===== src/rtl/redmule_pkg.sv =====
// Shared types and constants for the RedMulE MX store path.
package redmule_pkg;

  localparam int unsigned MX_VAL_W        = 256;
  localparam int unsigned MX_EXP_W        = 8;
  localparam int unsigned MX_DATAW_ALIGN  = 2 * MX_VAL_W;
  localparam int unsigned MX_EXP_PER_WORD = MX_DATAW_ALIGN / MX_EXP_W;

  typedef enum logic [1:0] {
    IDLE      = 2'd0,
    FLUSH_VAL = 2'd1,
    FLUSH_EXP = 2'd2,
    DONE      = 2'd3
  } mx_pack_state_e;

  // Byte strobe with the lowest nbytes bytes set.
  function automatic logic [MX_DATAW_ALIGN/8-1:0] mx_low_strb(input logic [6:0] nbytes);
    logic [MX_DATAW_ALIGN/8-1:0] strb;
    for (int i = 0; i < MX_DATAW_ALIGN/8; i++) begin
      strb[i] = (i < int'(nbytes));
    end
    return strb;
  endfunction

endpackage


===== src/rtl/redmule_mx_store_packer_if.sv =====
// Stream bundle of the MX store packer: value/exponent beats in, packed words out.
interface redmule_mx_store_packer_if;
  import redmule_pkg::*;

  logic                        val_valid;
  logic                        val_ready;
  logic [MX_VAL_W-1:0]         val_data;
  logic                        exp_valid;
  logic                        exp_ready;
  logic [MX_EXP_W-1:0]         exp_data;
  logic                        data_valid;
  logic                        data_ready;
  logic [MX_DATAW_ALIGN-1:0]   data;
  logic [MX_DATAW_ALIGN/8-1:0] data_strb;
  logic                        expw_valid;
  logic                        expw_ready;
  logic [MX_DATAW_ALIGN-1:0]   expw_data;
  logic [MX_DATAW_ALIGN/8-1:0] expw_strb;

  modport slave (
    input  val_valid, val_data, exp_valid, exp_data, data_ready, expw_ready,
    output val_ready, exp_ready, data_valid, data, data_strb, expw_valid, expw_data, expw_strb
  );

  modport master (
    output val_valid, val_data, exp_valid, exp_data, data_ready, expw_ready,
    input  val_ready, exp_ready, data_valid, data, data_strb, expw_valid, expw_data, expw_strb
  );

endinterface


===== src/rtl/redmule_mx_exp_packer.sv =====
// Packs 64 shared exponents into one store word; emits a byte-strobed partial word on flush.
module redmule_mx_exp_packer
  import redmule_pkg::*;
(
  input  logic                        clk_i,
  input  logic                        rst_i,
  input  logic                        accept_en_i,
  input  logic                        exp_valid_i,
  output logic                        exp_ready_o,
  input  logic [MX_EXP_W-1:0]         exp_data_i,
  output logic                        word_valid_o,
  input  logic                        word_ready_i,
  output logic [MX_DATAW_ALIGN-1:0]   word_data_o,
  output logic [MX_DATAW_ALIGN/8-1:0] word_strb_o,
  input  logic                        flush_i,
  output logic                        flushed_o
);

  logic [5:0]                  cnt_q, cnt_d;
  logic [MX_DATAW_ALIGN-1:0]   acc_q, acc_d;
  logic                        word_valid_q, word_valid_d;
  logic [MX_DATAW_ALIGN-1:0]   word_data_q, word_data_d;
  logic [MX_DATAW_ALIGN/8-1:0] word_strb_q, word_strb_d;
  logic                        out_free;
  logic                        exp_fire;

  assign out_free    = !word_valid_q || word_ready_i;
  assign exp_ready_o = accept_en_i && ((cnt_q != 6'd63) || out_free);
  assign exp_fire    = exp_valid_i && exp_ready_o;
  assign flushed_o   = flush_i && ((cnt_q == 6'd0) || out_free);

  // The accumulator is zeroed on every word boundary so partial words carry zero in unused bytes.
  always_comb begin
    cnt_d        = cnt_q;
    acc_d        = acc_q;
    word_valid_d = word_valid_q && !word_ready_i;
    word_data_d  = word_data_q;
    word_strb_d  = word_strb_q;
    if (exp_fire) begin
      if (cnt_q == 6'd63) begin
        word_data_d  = {exp_data_i, acc_q[MX_DATAW_ALIGN-MX_EXP_W-1:0]};
        word_strb_d  = {(MX_DATAW_ALIGN/8){1'b1}};
        word_valid_d = 1'b1;
        cnt_d        = 6'd0;
        acc_d        = {MX_DATAW_ALIGN{1'b0}};
      end else begin
        acc_d[{cnt_q, 3'b000} +: MX_EXP_W] = exp_data_i;
        cnt_d = cnt_q + 6'd1;
      end
    end else if (flushed_o && (cnt_q != 6'd0)) begin
      word_data_d  = acc_q;
      word_strb_d  = mx_low_strb({1'b0, cnt_q});
      word_valid_d = 1'b1;
      cnt_d        = 6'd0;
      acc_d        = {MX_DATAW_ALIGN{1'b0}};
    end else begin
      cnt_d = cnt_q;
    end
  end

  // Exponent accumulator and output word register.
  always_ff @(posedge clk_i) begin
    if (rst_i) begin
      cnt_q        <= 6'd0;
      acc_q        <= {MX_DATAW_ALIGN{1'b0}};
      word_valid_q <= 1'b0;
      word_data_q  <= {MX_DATAW_ALIGN{1'b0}};
      word_strb_q  <= {(MX_DATAW_ALIGN/8){1'b0}};
    end else begin
      cnt_q        <= cnt_d;
      acc_q        <= acc_d;
      word_valid_q <= word_valid_d;
      word_data_q  <= word_data_d;
      word_strb_q  <= word_strb_d;
    end
  end

  assign word_valid_o = word_valid_q;
  assign word_data_o  = word_data_q;
  assign word_strb_o  = word_strb_q;

endmodule


===== src/rtl/redmule_mx_store_packer.sv =====
// Packs MX value beats and shared exponents into store words, with end-of-tile flush.
// Optional perf counters: define REDMULE_MX_STORE_PACKER_PERF_EN.
module redmule_mx_store_packer
  import redmule_pkg::*;
(
  input  logic                       clk_i,
  input  logic                       rst_i,
  input  logic                       clear_i,
  input  logic                       enable_i,
  input  logic                       flush_i,
  output logic                       flush_done_o,
  redmule_mx_store_packer_if.slave   bus,
  output logic [31:0]                perf_words_o,
  output logic [31:0]                perf_stall_o
);

  mx_pack_state_e              state_q, state_d;
  logic                        sync_rst;
  logic                        half_q, half_d;
  logic [MX_VAL_W-1:0]         val_lo_q, val_lo_d;
  logic                        data_valid_q, data_valid_d;
  logic [MX_DATAW_ALIGN-1:0]   data_q, data_d;
  logic [MX_DATAW_ALIGN/8-1:0] data_strb_q, data_strb_d;
  logic                        flush_done_q, flush_done_d;
  logic                        data_free, val_fire;
  logic                        accept_en, val_flush_load, exp_flush_req, exp_flushed;

  assign sync_rst  = rst_i || clear_i;
  assign data_free = !data_valid_q || bus.data_ready;
  assign bus.val_ready = accept_en && (!half_q || data_free);
  assign val_fire  = bus.val_valid && bus.val_ready;

  // State register.
  always_ff @(posedge clk_i) begin
    if (sync_rst) begin
      state_q <= IDLE;
    end else begin
      state_q <= state_d;
    end
  end

  // Next-state logic.
  always_comb begin
    state_d = state_q;
    case (state_q)
      IDLE:      state_d = flush_i ? FLUSH_VAL : IDLE;
      FLUSH_VAL: state_d = (!half_q || data_free) ? FLUSH_EXP : FLUSH_VAL;
      FLUSH_EXP: state_d = exp_flushed ? DONE : FLUSH_EXP;
      DONE:      state_d = IDLE;
      default:   state_d = IDLE;
    endcase
  end

  // FSM outputs.
  always_comb begin
    accept_en      = 1'b0;
    val_flush_load = 1'b0;
    exp_flush_req  = 1'b0;
    case (state_q)
      IDLE:      accept_en      = enable_i;
      FLUSH_VAL: val_flush_load = half_q && data_free;
      FLUSH_EXP: exp_flush_req  = 1'b1;
      default:   accept_en      = 1'b0;
    endcase
    flush_done_d = exp_flush_req && exp_flushed;
  end

  // Value path: pair beats into a word, or push out the lone low half on flush.
  always_comb begin
    half_d       = half_q;
    val_lo_d     = val_lo_q;
    data_valid_d = data_valid_q && !bus.data_ready;
    data_d       = data_q;
    data_strb_d  = data_strb_q;
    if (val_fire && !half_q) begin
      val_lo_d = bus.val_data;
      half_d   = 1'b1;
    end else if (val_fire) begin
      data_d       = {bus.val_data, val_lo_q};
      data_strb_d  = {(MX_DATAW_ALIGN/8){1'b1}};
      data_valid_d = 1'b1;
      half_d       = 1'b0;
    end else if (val_flush_load) begin
      data_d       = {{MX_VAL_W{1'b0}}, val_lo_q};
      data_strb_d  = {{(MX_VAL_W/8){1'b0}}, {(MX_VAL_W/8){1'b1}}};
      data_valid_d = 1'b1;
      half_d       = 1'b0;
    end else begin
      half_d = half_q;
    end
  end

  // Value-path and flush-done registers.
  always_ff @(posedge clk_i) begin
    if (sync_rst) begin
      half_q       <= 1'b0;
      val_lo_q     <= {MX_VAL_W{1'b0}};
      data_valid_q <= 1'b0;
      data_q       <= {MX_DATAW_ALIGN{1'b0}};
      data_strb_q  <= {(MX_DATAW_ALIGN/8){1'b0}};
      flush_done_q <= 1'b0;
    end else begin
      half_q       <= half_d;
      val_lo_q     <= val_lo_d;
      data_valid_q <= data_valid_d;
      data_q       <= data_d;
      data_strb_q  <= data_strb_d;
      flush_done_q <= flush_done_d;
    end
  end

  assign bus.data_valid = data_valid_q;
  assign bus.data       = data_q;
  assign bus.data_strb  = data_strb_q;
  assign flush_done_o   = flush_done_q;

  redmule_mx_exp_packer u_exp_packer (
    .clk_i        (clk_i),
    .rst_i        (sync_rst),
    .accept_en_i  (accept_en),
    .exp_valid_i  (bus.exp_valid),
    .exp_ready_o  (bus.exp_ready),
    .exp_data_i   (bus.exp_data),
    .word_valid_o (bus.expw_valid),
    .word_ready_i (bus.expw_ready),
    .word_data_o  (bus.expw_data),
    .word_strb_o  (bus.expw_strb),
    .flush_i      (exp_flush_req),
    .flushed_o    (exp_flushed)
  );

`ifdef REDMULE_MX_STORE_PACKER_PERF_EN
  logic [31:0] perf_words_q, perf_stall_q;

  // Saturating handshake and stall counters.
  always_ff @(posedge clk_i) begin
    if (sync_rst) begin
      perf_words_q <= 32'd0;
      perf_stall_q <= 32'd0;
    end else begin
      if (data_valid_q && bus.data_ready && (perf_words_q != 32'hFFFF_FFFF)) begin
        perf_words_q <= perf_words_q + 32'd1;
      end
      if (data_valid_q && !bus.data_ready && (perf_stall_q != 32'hFFFF_FFFF)) begin
        perf_stall_q <= perf_stall_q + 32'd1;
      end
    end
  end

  assign perf_words_o = perf_words_q;
  assign perf_stall_o = perf_stall_q;
`else
  assign perf_words_o = 32'd0;
  assign perf_stall_o = 32'd0;
`endif

endmodule


===== src/flat_wrapper.sv =====
// flat-port wrapper written by rule: the top's interface ports become plain ports
module redmule_mx_store_packer_flat import redmule_pkg::*;
  (clk_i, rst_i, clear_i, enable_i, flush_i, flush_done_o, perf_words_o, perf_stall_o, bus_val_valid, bus_val_data, bus_exp_valid, bus_exp_data, bus_data_ready, bus_expw_ready, bus_val_ready, bus_exp_ready, bus_data_valid, bus_data, bus_data_strb, bus_expw_valid, bus_expw_data, bus_expw_strb);
  redmule_mx_store_packer_if bus_i ();
  input  logic clk_i;
  input  logic rst_i;
  input  logic clear_i;
  input  logic enable_i;
  input  logic flush_i;
  output logic flush_done_o;
  output logic [31:0] perf_words_o;
  output logic [31:0] perf_stall_o;
  input wire logic [$bits(bus_i.val_valid)-1:0] bus_val_valid;
  input wire logic [$bits(bus_i.val_data)-1:0] bus_val_data;
  input wire logic [$bits(bus_i.exp_valid)-1:0] bus_exp_valid;
  input wire logic [$bits(bus_i.exp_data)-1:0] bus_exp_data;
  input wire logic [$bits(bus_i.data_ready)-1:0] bus_data_ready;
  input wire logic [$bits(bus_i.expw_ready)-1:0] bus_expw_ready;
  output wire logic [$bits(bus_i.val_ready)-1:0] bus_val_ready;
  output wire logic [$bits(bus_i.exp_ready)-1:0] bus_exp_ready;
  output wire logic [$bits(bus_i.data_valid)-1:0] bus_data_valid;
  output wire logic [$bits(bus_i.data)-1:0] bus_data;
  output wire logic [$bits(bus_i.data_strb)-1:0] bus_data_strb;
  output wire logic [$bits(bus_i.expw_valid)-1:0] bus_expw_valid;
  output wire logic [$bits(bus_i.expw_data)-1:0] bus_expw_data;
  output wire logic [$bits(bus_i.expw_strb)-1:0] bus_expw_strb;
  assign bus_i.val_valid = bus_val_valid;
  assign bus_i.val_data = bus_val_data;
  assign bus_i.exp_valid = bus_exp_valid;
  assign bus_i.exp_data = bus_exp_data;
  assign bus_i.data_ready = bus_data_ready;
  assign bus_i.expw_ready = bus_expw_ready;
  assign bus_val_ready = bus_i.val_ready;
  assign bus_exp_ready = bus_i.exp_ready;
  assign bus_data_valid = bus_i.data_valid;
  assign bus_data = bus_i.data;
  assign bus_data_strb = bus_i.data_strb;
  assign bus_expw_valid = bus_i.expw_valid;
  assign bus_expw_data = bus_i.expw_data;
  assign bus_expw_strb = bus_i.expw_strb;
  redmule_mx_store_packer u_core (.clk_i(clk_i), .rst_i(rst_i), .clear_i(clear_i), .enable_i(enable_i), .flush_i(flush_i), .flush_done_o(flush_done_o), .bus(bus_i), .perf_words_o(perf_words_o), .perf_stall_o(perf_stall_o));
endmodule

===== config.mk =====
export PLATFORM = sky130hd
export DESIGN_NAME = redmule_mx_store_packer_flat
export DESIGN_NICKNAME = d
export VERILOG_FILES = /design/src/rtl/redmule_pkg.sv /design/src/rtl/redmule_mx_store_packer_if.sv /design/src/rtl/redmule_mx_exp_packer.sv /design/src/rtl/redmule_mx_store_packer.sv /design/src/flat_wrapper.sv
export SDC_FILE = /design/constraint.sdc
export NUM_CORES = 2
export LEC_CHECK = 0
export ABC_AREA = 1
export BUFFER_PORTS_ARGS = -buffer_cell sky130_fd_sc_hd__buf_2
export CORE_AREA = 8 8 580 582
export CTS_CLUSTER_DIAMETER = 200
export DETAILED_ROUTE_END_ITERATION = 10
export DIE_AREA = 0 0 588 590
export PLACE_DENSITY = 0.41
export SLEW_MARGIN = 25
export SYNTH_ARGS = -nofsm -noshare
export SYNTH_HDL_FRONTEND = slang
export SYNTH_SLANG_ARGS = --single-unit

===== constraint.sdc =====
create_clock -name clk_i -period 5.4 [get_ports clk_i]
set_input_delay 0 -clock clk_i [delete_from_list [all_inputs] [get_ports clk_i]]
set_output_delay 0 -clock clk_i [all_outputs]
set_load 0.05 [all_outputs]

# --- Word-level counts from Yosys, hierarchy flattened ---
# Index checks and enable logic that the tools add are counted.
word_totals:
  ff_bits: 1932
  input_bits: 273
  output_inout_bits: 1221
op_classes:
  add_sub_neg: 2
  magnitude_cmp: 63
  n_eq_ne: 6
  shifts: 2
  mux: 33
  bitwise_logic: 1
  n_reduce_logical: 30
ops:
  columns: ["op", "n"]
  rows:
  - ["$mux 512", 8]
  - ["$bwmux 512", 1]
  - ["$shift 8x11->512 const A", 1]
  - ["$shiftx 8x11->512", 1]
  - ["$mux 64", 5]
  - ["$lt 6x6->1 const A", 31]
  - ["$lt 5x6->1 const A", 16]
  - ["$lt 4x6->1 const A", 8]
  - ["$lt 3x6->1 const A", 4]
  - ["$mux 6", 3]
  - ["$mux 1", 14]
  - ["$lt 1x6->1 const A", 2]
  - ["$lt 2x6->1 const A", 2]
  - ["$logic_and 1x1->1", 11]
  - ["$neg 9->11", 1]
  - ["$pmux 2 s4", 1]
  - ["$add 6x1->6 const B", 1]
  - ["$eq 6x6->1 const B", 1]
  - ["$logic_not 6->1", 1]
  - ["$logic_or 1x1->1", 6]
  - ["$ne 6x6->1 const B", 1]
  - ["$reduce_bool 6->1", 1]
  - ["$logic_not 1->1", 5]
  - ["$eq 2x2->1 const B", 2]
  - ["8 further kinds", 10]

# --- Logic depth before layout (Yosys ltp) ---
logic_depth:
  depth_word: 8
  mapped_depth: 15

# --- Cells and area by module ---
# From an unflattened synthesis, not the netlist that was laid out.
unflattened:
  cells_unflattened: 8511
  hier_area_um2: 69145.1
modules_own_cells:
  columns: ["mod", "n_inst", "cells_per_inst", "area_per_inst_um2"]
  rows:
  - ["redmule_mx_exp_packer", 1, 4531, 39334.0]
  - ["redmule_mx_store_packer", 1, 3980, 29811.1]

# --- Worst setup path after synthesis ---
# OpenSTA, ideal clock, no wires.
synth_timing:
  path_kind: "flip-flop to flip-flop"
  startpoint: "register u_core.u_exp_packer.cnt_q[0]"
  endpoint: "register u_core.u_exp_packer.acc_q[184]"
  setup_ns: 0.070
  t_arrival_ns: 2.242
  path_slack_ns: 3.088
  stages_incl_launch_ff: 15
  period_less_slack_ns: 2.312
  cell_sequence: "dfxtp_1 -> inv_1 -> buf_2 -> ha_1 -> nand2_1 -> nor2_1 -> nand2_2 -> nand3_2 -> nand2_2 -> buf_6 -> nand2_4 -> buf_6 -> nor2_2 -> nand2_1 -> a21oi_1"
synth_via:
  elab_chain_len: 5
  elab_cells_between_ends: 17
  classes_between: "add/sub: 1; eq/ne: 2; shift: 2; mux: 3; reduce/logical: 9"
synth_lines:
  columns: ["element", "line_no", "rtl"]
  rows:
  - ["start, declared", "redmule_mx_exp_packer.sv:19", "logic [5:0] cnt_q, cnt_d;"]
  - ["start signal, assigned", "redmule_mx_exp_packer.sv:70", "cnt_q <= cnt_d;"]
  - ["$neg 9->11 (tied with other cells)", "redmule_mx_exp_packer.sv:47", "acc_d[{cnt_q, 3'b000} +: MX_EXP_W] = exp_data_i;"]
  - ["$shiftx 8x11->512 (tied with other cells)", "redmule_mx_exp_packer.sv:47", null]
  - ["$bwmux 512 (tied with other cells)", "redmule_mx_exp_packer.sv:47", null]
  - ["$mux 512 (tied with other cells)", "redmule_mx_exp_packer.sv:40", "if (cnt_q == 6'd63) begin"]
  - ["$mux 512 or $reduce_bool 2->1 (tied branches)", null, null]
  - ["end signal, assigned", "redmule_mx_exp_packer.sv:65", "acc_q <= {MX_DATAW_ALIGN{1'b0}};"]
  - ["end, declared", "redmule_mx_exp_packer.sv:20", "logic [MX_DATAW_ALIGN-1:0] acc_q, acc_d;"]
# Parallel ways exist; a longest one is shown, timed or not.
# A chain may end at the register's enable or synchronous reset.

# --- Worst setup path in the final report ---
layout_timing:
  startpoint: "register u_core.u_exp_packer.cnt_q[0]"
  endpoint: "register u_core.u_exp_packer.word_data_q[104] (netlist: u_core.u_exp_packer.word_data_o[104])"
layout_via:
  elab_chain_len: 6
  elab_cells_between_ends: 14
  classes_between: "eq/ne: 3; mux: 1; reduce/logical: 10"
layout_lines:
  columns: ["element", "line_no", "rtl"]
  rows:
  - ["$ne 6x6->1 or $logic_not 6->1 (tied branches)", "redmule_mx_exp_packer.sv:28, redmule_mx_exp_packer.sv:30", null]
  - ["$logic_or 1x1->1 (on tied branches)", "redmule_mx_exp_packer.sv:28, redmule_mx_exp_packer.sv:30", null]
  - ["$logic_and 1x1->1 (on tied branches)", "redmule_mx_exp_packer.sv:28, redmule_mx_exp_packer.sv:30", null]
  - ["$logic_and 1x1->1 (on tied branches)", "redmule_mx_exp_packer.sv:29, redmule_mx_exp_packer.sv:50", null]
  - ["$ne 2x1->1 (no source line) or $reduce_bool 2->1 (tied branches)", null, null]
  - ["$reduce_and 2->1 (no source line)", null, null]
  - ["end signal, assigned", "redmule_mx_exp_packer.sv:67", "word_data_q <= {MX_DATAW_ALIGN{1'b0}};"]
  - ["end signal, assigned", "redmule_mx_exp_packer.sv:73", "word_data_q <= word_data_d;"]
  - ["end, declared", "redmule_mx_exp_packer.sv:22", "logic [MX_DATAW_ALIGN-1:0] word_data_q, word_data_d;"]
# Parallel ways exist; a longest one is shown, timed or not.

==> results.yml <==
global_routing:
  grt_max_degree: 209
  grt_pass1_wl_um: 514000
  grt_pass1_vias: 62000
  grtUsageTotal: 0.206
  overflow: 0
  grt_antenna_before_repair: 90
synth:
  syn_area_per_cell_sq_um: 8.73
  yosysWarnings: 0
  ys_async_sr_fraction: 0
  ys.flop_type: "dfxtp_1"
  yosysSeqAreaShare: 0.559
  synth_edf_count: 0
  yosys-top-cells-count: "dfxtp_1 (1870), a21oi_1 (1282), o21ai_0 (833)"
  yosysUniqueCellTypes: 36
  netlist_instances: 7666
  yosys.area.top_type: "dfxtp_1"
  synth.most_common_cell: "dfxtp_1"
  syn_area_sq_um: 66900
  ys_ff_latch: 1870
  synth.top_cells.by_area: "dfxtp_1 (56%), a21oi_1 (9.6%), a22o_1 (6.5%), o21ai_0 (6.2%), nand3_1 (4.6%)"
  synth_top_area_share: 0.559
clock_tree:
  clk_pin_slew_worst_paths_ns: 0.06
  clock_latency_ns: 0.91
  cts.sink_count: 1870
  cts_setup_buffers: 0
  cts_buffer_depth: 4
  numCtsBuffers: 218
  cts_tree: "yes"
  htree_levels: 4
  clock-root-buffer: "clkbuf_16"
floorplan:
  coreArea_sq_um: 326000
  start_util: 0.205
  dieArea_sq_um: 347000
  num_rows: 210
  chipHeight_um: 590
  pin_count: 1494
  die_w_um: 588
timing:
  fin_setup_tns_ns: 0
  hold_viol_final: 0
  period_share: 0.802
  min_period_ns: 4.33
  setup_viol: 0
  slew_headroom: 0.199
  fin_ws_ns: 1.07
  tightest_slew_ns: 1.20
  fmax_mhz: 231
  fin_skew_ns: 0.0745
  drv_slew: 0
  rsz0062_at_grt: "false"
drt:
  vias: 63200
  met3_wirelength_um: 31400
  finalWirelength_um: 380000
  wl_met1_um: 142000
  met2WireLength_um: 188000
  post_drt_via_cell_ratio: 4.56
  first_iter_violations: 4863
  ant_nets: 0
  first_pass_iters: 6
  wire_per_inst_um: 27.4
  top_layer_used: "met5"
  drc_errors: 0
outcome:
  status: "complete, no violations"
layout:
  syn_to_final_growth_pct: 34.8
  final_nets: 9563
  fill_cells: 35300
  drive_gt1_frac: 0.217
setup_path:
  critPathMaxFanout: 82
  worstPathRequired_ns: 6.18
  crit_path_end_kind: "flip-flop"
  worstSetupPathType: "flip-flop to flip-flop"
  crit_arrival_ns: 5.11
  critPathLaunch: "u_core.u_exp_packer.cnt_q[0]"
  reg2reg_depth: 11
  r2r-end: "u_core.u_exp_packer.word_data_o[104]"
  rrSetupSlack_ns: 1.07
  r2r-start: "u_core.u_exp_packer.cnt_q[0]"
  start_kind: "flip-flop"
  timing.critical_path.to: "u_core.u_exp_packer.word_data_o[104]"
power:
  peakVddDrop_mv: 0.242
  p_leak_nw: 36.4
  p_per_area_nw_per_um2: 348
placed_design:
  detailed_place_hpwl_um: 290000
  io_buffers: 1429
  gp_congestion: 0.922
  preCtsSetupSlack_ns: 1.15
hold_path:
  hold_path_class: "input pin to flip-flop"
flow_run:
  maxCapViolations: 0
critical path, cell delays in order (launching register included):
cell and delay (ns):
dfxtp_1 0.31, inv_1 0.42, ha_1 0.38, nand2_1 0.16, nor2_1 0.14, nand2_2 0.10, nand3_2 0.20, nand2_2 0.25
buf_4 0.34, nor2_4 0.73, buf_4 0.79, a22o_1 0.28
final cells by class:
type | instances | area [sq um] | area share
antenna | 38 | 95.1 | 0.00105
multi-input combinational | 4749 | 24600 | 0.273
clock inverter | 94 | 1320 | 0.0146
inverter | 379 | 1460 | 0.0161
timing repair buffer | 2067 | 13600 | 0.150
tap | 4346 | 5440 | 0.0603
clock buffer | 306 | 6280 | 0.0696
sequential | 1870 | 37400 | 0.415
stage by stage:
stage | area, sq um | hold slack [ns] | std cells | power, mW | utilization
after floorplan | 67100 | 0.141 | 7729 | 15.0 | -
after global placement | 77200 | 0.247 | 12900 | 15.6 | 0.236
after detailed placement | 77200 | 0.249 | 12900 | 15.6 | 0.236
after CTS | 90100 | 0.0000755 | 13800 | 31.7 | 0.276
after global routing | 90200 | 0.0282 | 13800 | 32.4 | 0.276
final | 90200 | 0.0783 | 13800 | 31.4 | 0.276
where the power goes:
part	leakage [nW]	internal, mW	switching [mW]
Clock	3.72	9.25	6.47
Combinational	17.6	0.495	1.22
Sequential	15.1	13.9	0.0320
Total	36.4	23.6	7.72
registers in the layout, indices dropped and copies added (netlist names):
name and count:
u_core.bus.data_valid 1, u_core.bus.data_strb 2, u_core.u_exp_packer.word_data_o 512, u_core.bus.data 512, u_core.val_lo_q 256, u_core.half_q 1
u_core.u_exp_packer.cnt_q 6, u_core.state_q 2, u_core.u_exp_packer.word_valid_o 1, u_core.u_exp_packer.acc_q 512, u_core.flush_done_o 1, u_core.u_exp_packer.word_strb_o 64
placed cells by master, fill, tap and decap left out, types with 2 or more instances in the layout:
cell,instances
clkbuf_16,219
inv_1,343
clkbuf_1,40
clkinv_8,3
clkinvlp_4,11
nand4_1,47
o21ai_0,833
a31oi_1,5
inv_16,2
nor2_2,42
nor2_4,39
clkinv_2,40
nand3_2,18
a21oi_4,2
nand3_1,618
clkinv_16,6
a22o_1,499
nor3_1,16
nand2_2,15
diode_2,38
nand2_8,2
inv_6,5
o31ai_1,2
bufinv_16,23
ha_1,5
nand2_1,738
dfxtp_1,1869
buf_4,83
inv_2,31
inv_8,4
buf_2,1429
dlygate4sd3_1,532
clkinv_4,4
buf_12,21
nand2_4,4
conb_1,64
o211ai_1,6
clkbuf_8,47
nor2_1,505
a21oi_1,1282
metal layers:
metal	track usage	vias to the layer above
met1	0.226	30600
li1	-	29500
met4	0.0857	2
met5	0	-
met2	0.368	2491
met3	0.0660	624
worst min path at each step:
stage                                       to              start  depth (start not counted)  slack (ns)
after floorplan           u_core.bus.data[256]    bus_val_data[0]                          2        0.14
after global placement    u_core.bus.data[285]   bus_val_data[29]                          3        0.25
after detailed placement  u_core.bus.data[390]  bus_val_data[134]                          3        0.25
after CTS                  u_core.val_lo_q[20]   bus_val_data[20]                          4     0.00008
after global routing      u_core.bus.data[481]  bus_val_data[225]                          4        0.03
final                     u_core.bus.data[495]  bus_val_data[239]                          4        0.08
repair_timing:
| item | 4_1_cts | 5_1_grt |
|---|---|---|
| hold buffers | 532 | 0 |
| hold endpoints to repair | 825 | 0 |
| resized for setup | 0 | 0 |
| endpoints found under the setup margin | 0 | 0 |
cells by family after synthesis:
kind of cell | count (synthesis) | share of synthesized area
other cells | 1 | 0.0000560
simple gates | 2049 | 0.137
flops | 1870 | 0.559
buf+inv | 1110 | 0.0773
fa+ha+maj | 5 | 0.000935
compound gates | 2631 | 0.225
(Power assumes the default switching activity.)
